**config.mk**
```make
export PLATFORM = sky130hd
export DESIGN_NAME = ex_muldiv_unit
export DESIGN_NICKNAME = d
export VERILOG_FILES = /design/src/rtl/ex_muldiv_unit.sv
export SDC_FILE = /design/constraint.sdc
export NUM_CORES = 2
export LEC_CHECK = 0
export BUFFER_PORTS_ARGS = -buffer_cell sky130_fd_sc_hd__buf_2
export CAP_MARGIN = 10
export CORE_MARGIN = 4
export CORE_UTILIZATION = 55
export DETAILED_ROUTE_END_ITERATION = 10
export GPL_TIMING_DRIVEN = 0
export PLACE_DENSITY = 0.71
export SYNTH_ARGS = -nofsm -noshare
export SYNTH_HDL_FRONTEND = slang
export SYNTH_SLANG_ARGS = --single-unit
```
**constraint.sdc**
```tcl
create_clock -name clk_i -period 9.5 [get_ports clk_i]
set_input_delay 0 -clock clk_i [delete_from_list [all_inputs] [get_ports clk_i]]
set_output_delay 0 -clock clk_i [all_outputs]
set_load 0.1 [all_outputs]
```
**src/rtl/ex_muldiv_unit.sv**
```systemverilog
// Purpose : RV32M multiply/divide unit in the EX stage (MUL/MULH/MULHSU/MULHU/DIV/DIVU/REM/REMU).
// Latency : multiply done in cycle 2, divide done in cycle 33, divide special cases done in cycle 1.
// Backpres: busy_o stalls ID/EX and earlier stages while working; flush_i aborts with no done_o.
//
// Ports:
//   clk_i, rst_i        - clock, synchronous active-high reset
//   start_i, flush_i    - M instruction present in EX / pipeline flush (flush wins over start)
//   funct3_i            - operation select, sampled in IDLE only
//   op1_i, op2_i        - forwarded rs1/rs2 operands, sampled in IDLE only
//   busy_o              - combinational stall request
//   done_o              - one-cycle completion pulse
//   result_o            - registered result, held until the next completion
module ex_muldiv_unit (
   input  logic        clk_i,
   input  logic        rst_i,
   input  logic        start_i,
   input  logic        flush_i,
   input  logic [2:0]  funct3_i,
   input  logic [31:0] op1_i,
   input  logic [31:0] op2_i,
   output logic        busy_o,
   output logic        done_o,
   output logic [31:0] result_o
);

   typedef enum logic [1:0] {
      S_IDLE = 2'd0,
      S_MUL  = 2'd1,
      S_DIV  = 2'd2,
      S_DONE = 2'd3
   } state_t;

   state_t      state_q;
   state_t      state_d;

   // Latched operation context
   logic [1:0]  f3_q;        // funct3[1:0]; funct3[2] is implied by the state
   logic [31:0] opa_q;       // MUL: raw op1; DIV: dividend magnitude, shifted into quotient
   logic [31:0] opb_q;       // MUL: raw op2; DIV: divisor magnitude
   logic [31:0] rem_q;       // partial remainder
   logic [4:0]  cnt_q;       // divide iteration counter, 31 down to 0
   logic        neg_quo_q;   // quotient must be negated
   logic        neg_rem_q;   // remainder must be negated

   // ------------------------------------------------------------------
   // Decode of live inputs, only meaningful while in IDLE
   // ------------------------------------------------------------------
   logic        in_signed_div;
   logic        in_op1_neg;
   logic        in_op2_neg;
   logic [31:0] in_mag1;
   logic [31:0] in_mag2;
   logic        div_by_zero;
   logic        div_ovf;
   logic        div_special;
   logic [31:0] special_res;

   always_comb begin
      in_signed_div = ~funct3_i[0];
      in_op1_neg    = in_signed_div & op1_i[31];
      in_op2_neg    = in_signed_div & op2_i[31];
      in_mag1       = in_op1_neg ? (32'd0 - op1_i) : op1_i;
      in_mag2       = in_op2_neg ? (32'd0 - op2_i) : op2_i;
      div_by_zero   = (op2_i == 32'd0);
      div_ovf       = in_signed_div & (op1_i == 32'h8000_0000) & (op2_i == 32'hFFFF_FFFF);
      div_special   = funct3_i[2] & (div_by_zero | div_ovf);
      // funct3[1] selects remainder over quotient
      if (div_by_zero) begin
         special_res = funct3_i[1] ? op1_i : 32'hFFFF_FFFF;
      end else begin
         special_res = funct3_i[1] ? 32'd0 : 32'h8000_0000;
      end
   end

   // ------------------------------------------------------------------
   // Multiply: 33x33 signed product. The product magnitude fits in 64 bits,
   // so a 64-bit modular multiply of the sign-extended operands is exact.
   // ------------------------------------------------------------------
   logic        mul_a_sgn;
   logic        mul_b_sgn;
   logic [63:0] mul_a64;
   logic [63:0] mul_b64;
   logic [63:0] prod;
   logic [31:0] mul_res;

   always_comb begin
      mul_a_sgn = (f3_q != 2'b11);   // MUL, MULH, MULHSU treat op1 as signed
      mul_b_sgn = ~f3_q[1];          // MUL, MULH treat op2 as signed
      mul_a64   = {{32{mul_a_sgn & opa_q[31]}}, opa_q};
      mul_b64   = {{32{mul_b_sgn & opb_q[31]}}, opb_q};
      prod      = mul_a64 * mul_b64;
      mul_res   = (f3_q == 2'b00) ? prod[31:0] : prod[63:32];
   end

   // ------------------------------------------------------------------
   // Divide: one restoring step per cycle on magnitudes
   // ------------------------------------------------------------------
   logic [32:0] div_shift;
   logic        div_fits;
   logic [31:0] rem_nxt;
   logic [31:0] quo_nxt;
   logic [31:0] quo_fin;
   logic [31:0] rem_fin;

   always_comb begin
      div_shift = {rem_q, opa_q[31]};
      div_fits  = (div_shift >= {1'b0, opb_q});
      // When it fits the difference is below the divisor, so 32 bits are exact
      rem_nxt   = div_fits ? (div_shift[31:0] - opb_q) : div_shift[31:0];
      quo_nxt   = {opa_q[30:0], div_fits};
      quo_fin   = neg_quo_q ? (32'd0 - quo_nxt) : quo_nxt;
      rem_fin   = neg_rem_q ? (32'd0 - rem_nxt) : rem_nxt;
   end

   // ------------------------------------------------------------------
   // FSM: state register
   // ------------------------------------------------------------------
   always_ff @(posedge clk_i) begin
      if (rst_i) begin
         state_q <= S_IDLE;
      end else begin
         state_q <= state_d;
      end
   end

   // FSM: next state
   always_comb begin
      state_d = state_q;
      if (flush_i) begin
         state_d = S_IDLE;
      end else begin
         case (state_q)
            S_IDLE: begin
               if (start_i) begin
                  if (!funct3_i[2]) begin
                     state_d = S_MUL;
                  end else if (div_special) begin
                     state_d = S_DONE;
                  end else begin
                     state_d = S_DIV;
                  end
               end
            end
            S_MUL:   state_d = S_DONE;
            S_DIV:   state_d = (cnt_q == 5'd0) ? S_DONE : S_DIV;
            S_DONE:  state_d = S_IDLE;   // start_i deliberately ignored here
            default: state_d = S_IDLE;
         endcase
      end
   end

   // FSM: outputs. busy_o is combinational so ID/EX holds from the first EX cycle.
   always_comb begin
      busy_o = 1'b0;
      done_o = 1'b0;
      if (!flush_i) begin
         case (state_q)
            S_IDLE:  busy_o = start_i;
            S_MUL:   busy_o = 1'b1;
            S_DIV:   busy_o = 1'b1;
            S_DONE:  done_o = 1'b1;
            default: busy_o = 1'b0;
         endcase
      end
   end

   // ------------------------------------------------------------------
   // Datapath registers
   // ------------------------------------------------------------------
   always_ff @(posedge clk_i) begin
      if (rst_i) begin
         f3_q      <= 2'b00;
         opa_q     <= 32'd0;
         opb_q     <= 32'd0;
         rem_q     <= 32'd0;
         cnt_q     <= 5'd0;
         neg_quo_q <= 1'b0;
         neg_rem_q <= 1'b0;
         result_o  <= 32'd0;
      end else if (!flush_i) begin
         case (state_q)
            S_IDLE: begin
               if (start_i) begin
                  f3_q      <= funct3_i[1:0];
                  rem_q     <= 32'd0;
                  cnt_q     <= 5'd31;
                  neg_quo_q <= in_op1_neg ^ in_op2_neg;
                  neg_rem_q <= in_op1_neg;
                  if (funct3_i[2]) begin
                     opa_q <= in_mag1;
                     opb_q <= in_mag2;
                  end else begin
                     opa_q <= op1_i;
                     opb_q <= op2_i;
                  end
                  if (div_special) begin
                     result_o <= special_res;
                  end
               end
            end
            S_MUL: begin
               result_o <= mul_res;
            end
            S_DIV: begin
               opa_q <= quo_nxt;
               rem_q <= rem_nxt;
               if (cnt_q == 5'd0) begin
                  result_o <= f3_q[1] ? rem_fin : quo_fin;
               end else begin
                  cnt_q <= cnt_q - 5'd1;
               end
            end
            default: begin
            end
         endcase
      end
   end

endmodule

```
==> results.py <==
metrics = {
    "power": {
        "leakagePower_uw": 0.02559,
        "combinationalPowerShare_pct": 65.9,
        "power_frac_clock_pct": 16.9,
        "fin_total_pwr_uw": 4135,
        "switching_power_uw": 2295,
        "seqPwrFrac_pct": 17.2,
        "swShare_pct": 55.50,
        "power_density_nw_per_um2": 77.82,
        "ir_drop_mv": 0.1515,
        "internal_power_uw": 1840,
    },
    "cells_and_area": {
        "seq_area_um2": 2828,
        "final_cell_mix": "inv_1 (1174), fa_1 (1122), nand2_1 (981)",
        "syn_to_final_growth_pct": 6.993,
        "multiInputGateArea_um2": 41160,
        "n_fill_cell": 8177,
        "drive_above_1_share_pct": 6.541,
        "layout_commonest_cell": "inv_1",
        "layout.nets": 7479,
        "utilization_pct": 59.76,
    },
    "die": {
        "initial_core_util_pct": 55.85,
        "coreArea_um2": 88920,
        "rows": 109,
        "die_x_um": 308.5,
        "die_area_um2": 95180,
        "ios": 105,
        "die_y_um": 308.5,
    },
    "clock_network": {
        "clockBufferDepth": 2,
        "clock_tree.root_cell": "clkbuf_16",
        "worst_skew_pair.late_latency_ns": 0.45,
        "clk_pin_slew_ns": 0.07,
        "cts.sinks": 139,
        "cts_buffers": 17,
        "htreeDepth": 4,
        "cts_tree": "yes",
    },
    "worst_hold_path": {
        "whs_path_depth": 2,
        "hp-class": "in -> reg",
    },
    "timing": {
        "skew_ns": 0.01645,
        "max_freq_mhz": 105.2,
        "worst_pin_slew_ns": 1.352,
        "fin_crit_sh_pct": 100.0,
        "grt_setup_unrepaired": "yes",
        "period_minus_slack_ns": 9.502,
        "maxSlewHeadroom_pct": 9.892,
        "hold_viol_final": 0,
        "final.setup.tns_ns": -0.001998,
        "slew_violations": 0,
        "setup_viol_count_final": 1,
        "fin_ws_ns": -0.001998,
    },
    "grt": {
        "globalRouteOverflowTotal": 0,
        "track_usage_pct": 44.31,
        "grt_pass1_wl_mm": 300.9,
        "grt_max_degree": 25,
        "antenna_found_initial": 27,
        "grt_pass1_vias": 44270,
    },
    "yosys": {
        "syn_area_per_cell_um2": 8.455,
        "synth_ff_type": "dfxtp_1",
        "synthSimpleGateAreaFrac_pct": 17.08,
        "synth-compound-area-share_pct": 9.729,
        "ys_seq_area_share_pct": 5.603,
        "yosysTopAreaCell": "fa_1",
        "muxShareOfSynthArea_pct": 0.5693,
        "synth-async-reset-ratio_pct": 0,
        "synthTopCellsByArea": "fa_1 (45%), inv_1 (8.9%), nand2_1 (7.4%), ha_1 (6.4%), dfxtp_1 (5.6%)",
        "syn-num-nets": 7327,
        "ys_seq_elements": 139,
        "synth_top_family_by_area": "adder cells",
        "netlist_area_um2": 49670,
        "synthAdderAreaFrac_pct": 51.84,
        "synth.distinct_cells": 81,
        "netlist.area_leader.share_pct": 45.39,
        "synth-edff-count": 0,
        "synth_xor_area_share_pct": 3.456,
        "ys_warn_count": 0,
        "syn_inst": 5874,
    },
    "worst_setup_path": {
        "slowest_stage": "dfxtp_2",
        "critical_path_class": "reg -> reg",
        "crit_fanout": 10,
        "critPathArrivalTime_ns": 9.88,
        "start_kind": "flop",
        "worst_setup_path_end_kind": "flop",
        "required_ns": 9.87,
        "cpPeakStageDelay_ns": 0.71,
        "worstRegToRegCells": 29,
        "crit_top_cell": "fa_1",
    },
    "drt": {
        "ant_nets": 0,
        "drt-total-wl_mm": 207.2,
        "route.detailed.drc": 0,
        "vias": 44160,
        "viasPerCell": 6.106,
        "routedWlPerCell_um": 28.65,
        "drt-initial-drc-count": 5430,
        "first_pass_iters": 6,
    },
    "job": {
        "cap_violations": 0,
    },
    "run_status": {
        "violations": "negative setup slack",
        "status": "finished with violations",
    },
    "placement": {
        "port_buffers": 101,
        "place_ws_ns": -2.292,
        "place_congestion": 1.074,
        "dp_hpwl_mm": 174.0,
    },
}
[metrics by stage]
step           std cells  hold WS (ns)  cell area (um2)
2_1_floorplan       5874        0.1360            49670
3_3_place_gp        7140        0.3132            51630
3_5_place_dp        7141        0.3125            51640
4_1_cts             7201      0.001183            52840
5_1_grt             7207      0.001851            53080
6_report            7231      0.003351            53140
[logic make-up (layout without fill, tap and decap cells)]
logic type / after synthesis / after routing
XOR/XNOR: 196 / 196
AND/OR/NAND/NOR: 1848 / 1848
adder cells (fa/ha/maj): 1382 / 1382
other: 0 / 27
AO/OA/AOI/OAI: 742 / 742
flip-flops: 139 / 139
multiplexers: 27 / 27
buffers and inverters: 1540 / 1705
[worst paths after layout]
kind / startpoint / endpoint / slack, ns
worst min-delay path: flush_i / state_q[0] / 0.003
worst min register to register: result_o[13] / result_o[13] / 0.44
worst max register to register: opb_q[20] / result_o[22] / -0.002
worst max-delay path: opb_q[20] / result_o[22] / -0.002
[power by group through the flow]
stage          sequential [uW]  combinational [uW]  clock (uW)
2_1_floorplan              657                1560           0
3_3_place_gp               665                2580           0
3_5_place_dp               665                2600           0
4_1_cts                    696                2610         688
5_1_grt                    707                2890         716
6_report                   713                2720         697
[critical path, delay by kind of cell (launching register included)]
kind / cells / cell delay (ns)
adder cells (fa/ha/maj): 9 / 4.37
AO/OA/AOI/OAI: 7 / 1.84
buffers and inverters: 8 / 1.35
flip-flops: 1 / 0.71
AND/OR/NAND/NOR: 4 / 0.65
XOR/XNOR: 1 / 0.48
[state kept, by name, summed over array words and instances (netlist names)]
name,count
cnt_q,5
f3_q,2
neg_quo_q,1
neg_rem_q,1
opa_q,32
opb_q,32
rem_q,32
result_o,32
state_q,2
[routing by layer]
| metal | vias to the layer above | GRT usage, % | part of all wire (%) |
|---|---|---|---|
| li1 | 18270 | - | - |
| met1 | 22170 | 57.94 | 37 |
| met2 | 2997 | 63.67 | 42 |
| met3 | 689 | 16.29 | 14 |
| met4 | 28 | 25.44 | 7.3 |
| met5 | - | 0 | 0.092 |
[cell type report]
type | instances | area share (%)
Antenna cell | 27 | 0.1271
Buffer | 334 | 2.863
Clock buffer | 19 | 0.8335
Clock inverter | 13 | 0.2661
Inverter | 1177 | 8.328
Multi-Input combinational cell | 4195 | 77.46
Sequential cell | 139 | 5.321
Tap cell | 1165 | 2.743
Timing Repair Buffer | 162 | 2.063
[Yosys cell counts (25+ instances only)]
cell type and instances:
ha_1 256, and2_1 341, fa_1 1126, nand3_1 49, nand2_1 981, nor2_1 249
o21ai_0 179, inv_1 1177, buf_1 45, a21o_1 51, nor3_1 32, xnor2_1 106
o31ai_1 25, dfxtp_1 139, nand4_1 27, a21oi_1 196, clkbuf_1 302, o211ai_1 34
nand2b_1 28, a22oi_1 26, a211oi_1 50, xor2_1 90
[repair_timing]
item,CTS,global route
resized for setup,121,171
pin swaps,1,4
hold buffers,45,0
hold endpoints to repair,45,0
setup buffers,5,10
setup endpoints to repair,30,24
Power figures use the tool's default switching activity.
